### config.mk
export PLATFORM = sky130hd
export DESIGN_NAME = sqrt_job_driver
export DESIGN_NICKNAME = d
export VERILOG_FILES = /design/src/rtl/sqrt_drv_pkg.sv /design/src/rtl/sqrt_result_check.sv /design/src/rtl/sqrt_job_driver.sv
export SDC_FILE = /design/constraint.sdc
export NUM_CORES = 1
export LEC_CHECK = 0
export CAP_MARGIN = 40
export CORE_ASPECT_RATIO = 1.75
export CORE_MARGIN = 1
export CORE_UTILIZATION = 43
export CTS_BUF_LIST = sky130_fd_sc_hd__clkbuf_8
export CTS_CLUSTER_SIZE = 12
export DETAILED_ROUTE_END_ITERATION = 12
export PLACE_DENSITY = 0.83
export SLEW_MARGIN = 20
export SYNTH_ARGS = -nofsm -noshare
export SYNTH_HDL_FRONTEND = slang
export SYNTH_SLANG_ARGS = --single-unit
### constraint.sdc
create_clock -name clk -period 3.5 [get_ports clk]
set_input_delay 0.35 -clock clk [delete_from_list [all_inputs] [get_ports clk]]
set_output_delay 0.35 -clock clk [all_outputs]
set_load 0.02 [all_outputs]
### src/rtl/sqrt_drv_pkg.sv
// Shared types and defaults for the square-root job driver.
package sqrt_drv_pkg;

  localparam int unsigned DATA_W_DEF  = 32;
  localparam int unsigned TIMEOUT_DEF = 64;
  localparam int unsigned CNT_W_DEF   = 16;

  // Result returned for an aborted job, truncated to the data width at use
  localparam logic [63:0] ERR_RESULT = '1;

  typedef enum logic [1:0] {
    IDLE,
    WAIT_DONE,
    RELEASE,
    OUT
  } state_t;

endpackage

### src/rtl/sqrt_result_check.sv
// Combinational plausibility check of an integer square root:
// bad = !(r*r <= x < (r+1)*(r+1)), products evaluated at 2*DATA_W+2 bits.
// Only present when SQRT_CHECK_EN is defined.
`ifdef SQRT_CHECK_EN
module sqrt_result_check #(
  parameter int unsigned DATA_W = 32
) (
  input  logic [DATA_W-1:0] x,
  input  logic [DATA_W-1:0] r,
  output logic              bad
);

  localparam int unsigned P_W = 2 * DATA_W + 2;

  logic [P_W-1:0] r_ext;
  logic [P_W-1:0] r_inc;
  logic [P_W-1:0] x_ext;
  logic [P_W-1:0] lo_sq;
  logic [P_W-1:0] hi_sq;

  // Bracket x between r^2 and (r+1)^2
  always_comb begin
    r_ext = P_W'(r);
    r_inc = r_ext + P_W'(1);
    x_ext = P_W'(x);
    lo_sq = r_ext * r_ext;
    hi_sq = r_inc * r_inc;
    bad   = !((lo_sq <= x_ext) && (x_ext < hi_sq));
  end

endmodule
`endif

### src/rtl/sqrt_job_driver.sv
// Initiator for a START/DONE/AVAILABLE square-root engine. Takes operands on
// a valid/ready stream, runs one engine job at a time with a DONE watchdog,
// and returns {operand, root} on a valid/ready result stream.
// Optional build macro SQRT_CHECK_EN adds the res_bad output (root checker).
module sqrt_job_driver
  import sqrt_drv_pkg::*;
#(
  parameter int unsigned DATA_W      = DATA_W_DEF,
  parameter int unsigned TIMEOUT_CYC = TIMEOUT_DEF,
  parameter int unsigned CNT_W       = CNT_W_DEF
) (
  input  logic              clk,
  input  logic              rstn,
  input  logic              op_valid,
  output logic              op_ready,
  input  logic [DATA_W-1:0] op_data,
  output logic              eng_start,
  output logic [DATA_W-1:0] eng_in,
  input  logic [DATA_W-1:0] eng_out,
  input  logic              eng_done,
  input  logic              eng_available,
  output logic              res_valid,
  input  logic              res_ready,
  output logic [DATA_W-1:0] res_data,
  output logic [DATA_W-1:0] res_operand,
  output logic              res_err,
`ifdef SQRT_CHECK_EN
  output logic              res_bad,
`endif
  output logic              busy,
  output logic              timeout_err,
  output logic [CNT_W-1:0]  jobs_done
);

  localparam int unsigned WD_W = (TIMEOUT_CYC > 1) ? $clog2(TIMEOUT_CYC) : 1;
  localparam logic [WD_W-1:0] WD_LAST = WD_W'(TIMEOUT_CYC - 1);

  state_t          state;
  logic [WD_W-1:0] watchdog;

  // Accept only when idle and the engine is ready for a fresh START
  assign op_ready = (state == IDLE) && eng_available && !eng_done;
  assign busy     = (state != IDLE);

`ifdef SQRT_CHECK_EN
  logic bad_c;

  sqrt_result_check #(
    .DATA_W (DATA_W)
  ) u_check (
    .x   (res_operand),
    .r   (res_data),
    .bad (bad_c)
  );
`endif

  // Job sequencing FSM with registered outputs
  always_ff @(posedge clk or posedge rstn) begin
    if (rstn) begin
      state       <= IDLE;
      watchdog    <= '0;
      eng_start   <= 1'b0;
      eng_in      <= '0;
      res_valid   <= 1'b0;
      res_data    <= '0;
      res_operand <= '0;
      res_err     <= 1'b0;
      timeout_err <= 1'b0;
      jobs_done   <= '0;
`ifdef SQRT_CHECK_EN
      res_bad     <= 1'b0;
`endif
    end else begin
      case (state)
        IDLE: begin
          if (op_valid && op_ready) begin
            eng_in      <= op_data;
            res_operand <= op_data;
            eng_start   <= 1'b1;
            watchdog    <= '0;
            state       <= WAIT_DONE;
          end
        end
        WAIT_DONE: begin
          // DONE takes priority over a timeout landing on the same cycle
          if (eng_done) begin
            res_data  <= eng_out;
            res_err   <= 1'b0;
            eng_start <= 1'b0;
            state     <= RELEASE;
          end else if (watchdog == WD_LAST) begin
            res_data    <= DATA_W'(ERR_RESULT);
            res_err     <= 1'b1;
            timeout_err <= 1'b1;
            eng_start   <= 1'b0;
            state       <= RELEASE;
          end else begin
            watchdog <= watchdog + WD_W'(1);
          end
        end
        RELEASE: begin
          if (!eng_done && eng_available) begin
            res_valid <= 1'b1;
`ifdef SQRT_CHECK_EN
            res_bad   <= !res_err && bad_c;
`endif
            state     <= OUT;
          end
        end
        OUT: begin
          if (res_ready) begin
            res_valid <= 1'b0;
`ifdef SQRT_CHECK_EN
            res_bad   <= 1'b0;
`endif
            jobs_done <= jobs_done + CNT_W'(1);
            state     <= IDLE;
          end
        end
        default: state <= IDLE;
      endcase
    end
  end

endmodule

; ---- Word level (Yosys, flattened, before mapping)
; Cells that the tools add are included.
[classes]
addsub = 2
n_mux = 21
n_bitwise = 1
n_eq_ne = 10
n_reduce_logical = 18
[op_table]
columns = cell, count
row1 = two-way mux 32 bit, 2
row2 = two-way mux 6 bit, 3
row3 = "adder 16 x 1 -> 16 bit, second input constant", 1
row4 = case mux 6 bit (2 select lines), 1
row5 = two-way mux 2 bit, 5
row6 = AND reduction 3 bit, 3
row7 = "inequality test 2 bit, second input constant", 4
row8 = case mux 2 bit (4 select lines), 1
row9 = AND reduction 4 bit, 2
row10 = nonzero test 2 bit, 4
row11 = two-way mux 1 bit, 7
row12 = "adder 6 x 1 -> 6 bit, second input constant", 1
row13 = "equality test 6 bit, second input constant", 1
row14 = AND reduction 2 bit, 3
row15 = "equality test 2 bit, second input constant", 2
row16 = logical AND 1 bit, 4
row17 = case mux 1 bit (2 select lines), 2
row18 = "inequality test 3 bit, second input constant", 1
row19 = "equality test 2 x 1 -> 1 bit, second input constant", 1
row20 = logical NOT 2 bit, 1
row21 = "inequality test 2 x 1 -> 1 bit, second input constant", 1
row22 = logical NOT 1 bit, 1
row23 = NOT 1 bit, 1
[word_totals]
out_inout_bits = 118
register_bits = 92
word_cells = 61

; ---- Logic depth before layout (Yosys ltp)
; Gate-level depths: netlist of run 1.
[logic_depth]
ltp_word = 6
depth_mapped = 7
depth_no_buf = 6

; ---- Least setup slack after synthesis of run 1
; Ideal clock, no wire load.
[synth_timing]
kind = register to register
from = register state[0]
to = register res_operand[0]
setup_slack_ns = 1.643
synth_period_minus_slack_ns = 1.857
path_buffers = 2
path_stages_with_launch = 8
arrival_time_ns = 1.732
cell_sequence = dfrtp_1 > inv_1 > ha_1 > inv_2 > or3_1 > buf_6 > buf_12 > mux2_4
[synth_between]
elab_chain_len = 5
[synth_rtl]
columns = element, line_no
row1 = start: declaration, sqrt_job_driver.sv:38  ; state_t state;
row2 = start signal: assignment, sqrt_job_driver.sv:60  ; state <= IDLE;
row3 = start signal: assignment, sqrt_job_driver.sv:81  ; state <= WAIT_DONE;
row4 = start signal: assignment, sqrt_job_driver.sv:90  ; state <= RELEASE;
row5 = logical NOT 2 bit (*), "sqrt_job_driver.sv:42, sqrt_job_driver.sv:74"
row6 = logical AND 1 bit (2 in a row), sqrt_job_driver.sv:42  ; assign op_ready = (state == IDLE) && eng_available && !eng_done;
row7 = logical AND 1 bit, sqrt_job_driver.sv:76  ; if (op_valid && op_ready) begin
row8 = AND reduction 2 bit (no line) (*), --
row9 = end signal: assignment, sqrt_job_driver.sv:78  ; res_operand <= op_data;
row10 = end: declaration, sqrt_job_driver.sv:25  ; output logic [DATA_W-1:0] res_operand,
; Mark *: on every way between the ends. The rest lies on a longest branch, timed or not.
; A chain may end at the register's enable or synchronous reset.

; ---- Final worst setup path of run 1
[layout_timing]
from = register state[0]
to = output op_ready
[layout_between]
elab_chain_len = 3
[layout_rtl]
columns = element, line_no
row1 = logical NOT 2 bit, sqrt_job_driver.sv:42
row2 = logical AND 1 bit (2 in a row), sqrt_job_driver.sv:42
row3 = end: declaration, sqrt_job_driver.sv:15  ; output logic op_ready,
; No other way between the ends.

==> results, run 1 <==
- Headroom to the max-slew limit came out at a little over half.
- The number of nets handed over by synthesis was roughly 380.
- The maximum operating frequency is 441 MHz.
- By area the synthesized netlist is led by sky130_fd_sc_hd__dfrtp_1 56%, sky130_fd_sc_hd__mux2_4 11%, sky130_fd_sc_hd__o22a_1 6.8%.
- The number of buffers inserted for hold repair after clock tree synthesis is 0.
- In the layout the commonest cells are 187 x sky130_fd_sc_hd__clkdlybuf4s50_1, 92 x sky130_fd_sc_hd__dfrtp_1, 32 x sky130_fd_sc_hd__o22a_1.
- The first detailed-routing pass ran for 4 iterations.
- The synthesized area per cell is 13.4 µm².
- Counting every sink on the clock net gives a little over 90.
- The largest fanout of any net on the critical path is 5.
- Across every metal layer, demand over resource in global routing totals 21.7%.
- Summed over all nets, the half-perimeter wirelength after detailed placement is 7870 µm.
- Entering global routing, the biggest net connects 50 pins.
- Setup repair after global routing left no endpoint under its margin.
- The clock tree from TritonCTS is built.
- The remaining number of nets flagged by the antenna check after routing is 0.
- The number of global-route vias before repair is 3050.
- Wires add up to ~10000 µm.
- The predominant post-synthesis flop cell is sky130_fd_sc_hd__dfrtp_1.
- The sum of internal, switching and leakage power is approximately 5.5 mW.
- The clock latency reported for the late side of the worst-skew pair is 350 ps.
- After the last flow step, the layout net total stands at 542.
- Summing over every cut layer, the via total after detailed routing is between 2000 and 3000.
- The number of enable flip-flop cells after synthesis is 0.
- The number of setup buffers added after CTS is 0.
- For this run, the slowest stage of the critical path takes 610 ps.
- The smallest clock period supported by the final layout is computed as 2270 ps.
- The number of antenna violations at the first check in global routing is 0.
- The count of different cell masters after synthesis is 39.
- The post-route setup TNS is 0 ps.
- The detailed-route vias per instance is a little over 5.
- The critical path starts at state[0]$_DFFE_PP0P_.
- The netlist area before placement is 4110 µm².
- The worst-case clock skew is about 8.3 ps.
- After floorplanning, the core was divided into 46 placement rows.
- The routed wire length per instance is approximately 17 µm.
- Counting every instance in the synthesized netlist gives approximately 300.
- The clock tree synthesis step divided the H-tree into 3 levels.
- The library cell contributing the largest single delay on the critical path is sky130_fd_sc_hd__clkdlybuf4s50_1.
- The worst-case IR drop observed on VDD is approximately 0.44 mV.
- Measured along the y axis, the die boundary spans 131 µm.
- Counting flops and latches in the post-synthesis netlist gives 92.
- The number of pins with negative max-slew slack in the final report came to 0.
- The portion of the post-synthesis area used by sequential elements is 56.1%.
- After synthesis, the largest area contributor takes up 56.1% of total cell area.
- The critical path is of the reg2out type.
- Buffers inserted during clock tree synthesis total 9.
- Clock-pin slew was measured on the worst setup and hold paths at 80 ps.
- The total of max-cap violations is 0.
- The library cell used most frequently in the layout, excluding fill and tap cells, is sky130_fd_sc_hd__clkdlybuf4s50_1.
- STA puts the critical path data arrival time at 1920 ps.
- The kind of path behind the tightest hold check is in2async.
- The effective utilization at floorplan is ~45%.
- The flow ran to the end, and the final reports show no timing, DRC or antenna violations.
- The die area is between 9000 and 10000 µm².
- 188 I/O pins were placed.
- The share of flip-flops with an asynchronous set or reset after synthesis is 100%.
- The leakage power figure is 2.66 nW.
- The antenna diode count is 0.
- Setup violations remaining at the end of the flow were counted as 0.
- The total power divided by cell area is 906 nW/µm².
- The startpoint identified for the worst register-to-register timing path is state[0]$_DFFE_PP0P_.
- Data on the critical path is required at its endpoint by between 3000 and 4000 ps.
- The post-route netlist has about an eighth of its cells at a drive strength greater than 1.
- Summed over all layers, the global routing overflow is 0.
- CTS placed an instance of sky130_fd_sc_hd__clkbuf_8 at the clock tree root.
- Traced cell by cell, the critical path runs through inv_1 > ha_1 > inv_2 > nor2_1 > clkdlybuf4s50_1.
- The worst hold slack across all endpoints is 159 ps.
- The number of hold-slack violations in the final timing report is 0.
- The placeable core area is a little over 9000 µm².
- The horizontal die dimension is ~76 µm.
- The final weighted congestion of routability-driven global placement is 0.750.
- The count of cells resized by post-cts repair is 0.
- The iteration-0 DRC count of the detailed router is 101.
- STA classifies the critical path endpoint as an output port.
- For the pin with the worst max-slew slack, the measured transition is around 710 ps.
- The largest total area in the synthesized netlist belongs to sky130_fd_sc_hd__dfrtp_1.
- The global-route wire length before repair is 16000 µm.
- The area added between synthesis and finish is 47.8%.
- For this run, the number of Yosys warnings is 0.
- The share of the clock period used by the worst path after layout is 64.7%.
- The number of I/O port buffers is between 150 and 200.
- The number of remaining DRC errors is 0.
- The buffer depth of the longest clock path is 2.
- The kind of launch point of the worst setup path is a register.
## flip-flops by register name, summed over array words and instances, names as in the netlist
register	flops
eng_start	1
jobs_done	16
res_data	32
res_err	1
res_operand	32
res_valid	1
state	2
timeout_err	1
watchdog	6
## cell usage after synthesis, drive strengths merged, types with 5 or more instances
cell type and count:
buf 39, xnor2 9, xor2 6, o21ai 6, nor2 7, nand2 10
mux2 34, clkbuf 5, ha 6, dfrtp 92, a21oi 9, inv 8
nand3 9, and3 5, o22a 32
## cells by family (layout without fill, tap and decap cells)
kind of cell / Yosys count / after routing / synth area share [%]
flip-flops: 92 / 92 / 56.1
AO/OA/AOI/OAI: 61 / 61 / 11.4
buffers and inverters: 52 / 214 / 9.14
AND/OR/NAND/NOR: 46 / 46 / 6.03
multiplexers: 35 / 35 / 12.3
XOR/XNOR: 15 / 15 / 3.20
adder cells (fa/ha/maj): 6 / 6 / 1.83
## routing by layer
metal	share of wire [%]	routed length [µm]	GRT usage (%)	up-vias
met5	0	0	0	-
li1	-	-	-	1377
met4	2.8	290	9.88	0
met1	38	3890	24.4	1482
met3	4.2	435	3.53	18
met2	55	5640	38.0	109
## metrics by stage
step	utilization (%)	area [µm²]	setup WS (ps)	cells
3_3_place_gp	63.5	5810	1120	572
3_5_place_dp	63.9	5850	1220	574
2_1_floorplan	-	4110	758	307
6_report	66.3	6070	1230	589
4_1_cts	66.1	6050	1210	588
5_1_grt	66.3	6070	1150	589
## area by class of cell
type                    instances  area (µm²)
clock inverters                 5        78.8
multi-input cells             163        1430
clock buffers                   9         124
repair buffers                192        1950
flip-flops and latches         92        2300
inverters                       8        31.3
fillers                       704        3080
well taps                     120         150
## critical path: cells and delay by family (launching register included)
family / cells / cell delay (ps)
buf+inv: 3 / 800
flops: 1 / 410
fa+ha+maj: 1 / 260
simple gates: 1 / 100
## path summary, 6_finish.rpt
path / to / slack [ps] / cells after the start
max in group asynchronous: res_operand[2]$_DFFE_PP0P_ / 2610 / 4
worst max register to register: res_operand[24]$_DFFE_PP0P_ / 1270 / 6
worst max-delay path: op_ready / 1230 / 5
min in group clk: timeout_err$_DFFE_PP0P_ / 470 / 1
worst min register to register: timeout_err$_DFFE_PP0P_ / 470 / 1
worst min-delay path: res_operand[0]$_DFFE_PP0P_ / 160 / 2
## power by group
| group | switching, mW | internal [mW] |
|---|---|---|
| Sequential | 0.350 | 1.49 |
| Combinational | 1.36 | 1.55 |
| Clock | 0.352 | 0.393 |
| Total | 2.06 | 3.44 |
(Power assumes the default switching activity.)
==> run 2: changes to the inputs <==
==> constraint.sdc (replaced) <==
create_clock -name clk -period 2.1 [get_ports clk]
set_input_delay 0.21 -clock clk [delete_from_list [all_inputs] [get_ports clk]]
set_output_delay 0.21 -clock clk [all_outputs]
set_load 0.02 [all_outputs]
==> results, run 2 (synthesis gave the netlist of run 1 again) <==
- The overall routing resource usage is about a fifth.
- For the worst setup path, the data arrival time is 2220 ps.
- The antenna diode count is 0.
- Across the VDD grid, the largest voltage drop is between 0.8 and 0.9 mV.
- The fraction of layout instances using a drive strength above 1 is 13.5%.
- The largest delay contributor family on the critical path is simple AND/OR/NAND/NOR gates.
- The global-route wire length before repair is 15800 µm.
- Setup violations remaining at the end of the flow were counted as 0.
- The clock reaches the later pin of the worst-skew pair after ~360 ps.
- After detailed routing, the number of remaining DRC violations is 0.
- The routed wire length per instance is 17.2 µm.
- At the end of routability-driven placement, the weighted congestion stood at 0.784.
- By startpoint and endpoint, the worst setup path is classified as reg2reg.
- The number of global-route vias before repair is roughly 3100.
- After floorplanning, the core was divided into 46 placement rows.
- Counting the buffers created by CTS gives 9.
- Summed over all nets, the half-perimeter wirelength after detailed placement is 7560 µm.
- STA classifies the critical path startpoint as a register.
- In this run the tightest slew margin relative to its limit is 67.9%.
- The maximum operating frequency is 504 MHz.
- The die covers 9960 µm².
- The iteration-0 DRC count of the detailed router is between 100 and 150.
- The met1 layer usage reported by global route is 23.0%.
- The number of nets in the finished design is roughly 550.
- The kind of path behind the tightest hold check is in2async.
- The placeable core area is about 9200 µm².
- In this run the horizontal extent of the chip is 75.9 µm.
- After layout, the worst path uses 94.4% of the clock period.
- The critical path contains buffers and inverters numbering 3 combined.
- In the final layout, the registers with the most flip-flops are res_data x32, res_operand x32, jobs_done x16.
- The global routing stage identified its most utilized layer as met2.
- The number of vias in the routed layout is 2996.
- The signal on the critical path passes through inv_1 > ha_2 > inv_2 > or3_2 > buf_12 > mux2_4.
- Across the run, the number of max-cap violations was 0.
- The actual transition at the worst max-transition pin is 482 ps.
- The most frequent standard cell in the layout excluding fill and tap cells is sky130_fd_sc_hd__clkdlybuf4s50_1.
- Of all nets on the critical path, the largest fanout is 33.
- For this design, the sink count on the clock tree is 92.
- After clock tree synthesis, the setup repair step added 0 buffers.
- The number of H-tree branching levels is 3.
- After clock tree synthesis, the clock-pin slew on the worst setup and hold paths is ~90 ps.
- The remaining number of nets flagged by the antenna check after routing is 0.
- Between clock sinks in the finished design, the worst skew comes to 13.2 ps.
- STA classifies the critical path endpoint as a register.
- The number of hold-slack violations in the final timing report is 0.
- The buffer type at the clock tree root is sky130_fd_sc_hd__clkbuf_8.
- In the layout the commonest cells are 186 x sky130_fd_sc_hd__clkdlybuf4s50_1, 92 x sky130_fd_sc_hd__dfrtp_1, 32 x sky130_fd_sc_hd__o22a_1.
- The clock tree from TritonCTS is built.
- Summed over all layers, the routed wires come to 10200 µm.
- The total grt overflow is 0.
- The post-route setup TNS is 0 ps.
- In this run the static leakage power is 2.67 nW.
- Before antenna repair, the detailed router went through 4 iterations.
- Setup repair after global routing left no endpoint under its margin.
- On the worst path, the slowest cell contributes a delay of approximately 510 ps.
- The run finished with clean final reports.
- The number of I/O port buffers is 187.
- The number of pins with negative max-slew slack in the final report came to 0.
- The clock period minus final worst setup slack is ~2000 ps.
- The largest net degree at the start of global routing is just over 90.
- Power spread over the standard cell area amounts to ~1500 nW/µm².
- Relative to the synthesized area, the layout overhead comes to 48.4%.
- For this configuration, the core starts out at a cell density of 44.9%.
- The die is 131 µm tall.
- Pin placement for this block handled around 190 I/O pins.
- The required time of the critical path is between 2000 and 2500 ps.
- The number of antenna violations at the first check in global routing is 0.
- Global routing consumed, on the met2 layer, 38.7% of the routing resources.
- For this run, global-route usage on met3 was measured as 4.37%.
- Dividing the detail-routed via count by the number of cells gives 5.04.
- The longest clock path from root to sink contains 2 buffers.
- The number of filler instances in the final layout is between 600 and 700.
- The library cell contributing the largest single delay on the critical path is sky130_fd_sc_hd__or3_2.
- The completed layout was analyzed and its total power is 9.16 mW.
## run 2: tightest hold or removal path, cell delays in order
cell	delay (ps)
sky130_fd_sc_hd__clkdlybuf4s50_1	450
sky130_fd_sc_hd__clkinvlp_4	100
sky130_fd_sc_hd__buf_12	380
## run 2: path summary, 6_finish.rpt
kind	from	to	slack [ps]	depth (start not counted)
worst min-delay path	rstn	res_data[30]$_DFFE_PP0P_	350	3
worst max-delay path	state[0]$_DFFE_PP0P_	res_operand[5]$_DFFE_PP0P_	120	6
worst max register to register	state[0]$_DFFE_PP0P_	res_operand[5]$_DFFE_PP0P_	120	6
max in group asynchronous	rstn	watchdog[2]$_DFFE_PP0P_	1390	3
min in group clk	op_data[4]	res_operand[4]$_DFFE_PP0P_	460	2
worst min register to register	timeout_err$_DFFE_PP0P_	timeout_err$_DFFE_PP0P_	470	1
## run 2: repair_timing
item | 4_1_cts | 5_1_grt
hold buffers | 0 | 0
resized for setup | 1 | 1
setup endpoints to repair | 1 | 2
## run 2: final cells by class
cell class                 count  area, µm²  area share (%)
sequential                    92       2300            37.8
clock buffer                  10        138            2.26
inverter                       8       33.8           0.554
multi-input combinational    163       1430            23.5
tap                          120        150            2.46
clock inverter                 6       63.8            1.05
timing repair buffer         196       1980            32.4
## run 2: power breakdown
group	switching, mW	internal (mW)	total (mW)	leakage [nW]
clock network	0.612	0.583	1.19	0.104
logic	2.26	2.62	4.88	1.46
registers	0.595	2.49	3.09	1.11
total	3.47	5.69	9.16	2.67
## run 2: through the flow
stage	hold WS (ps)	util, %	setup WS (ps)	instance area (µm²)	instances
final	346	66.6	117	6100	595
after global routing	385	66.6	38.2	6100	595
after CTS	354	66.6	69.3	6090	595
after detailed placement	452	64.4	105	5890	579
after global placement	449	64.4	177	5890	579
after floorplan	300	-	243	4110	307
## run 2: per-layer routing
layer / part of all wire, % / wire length (µm)
met3: 5.3 / 542
met2: 56 / 5700
met4: 2.4 / 247
met1: 37 / 3740
met5: 0 / 0
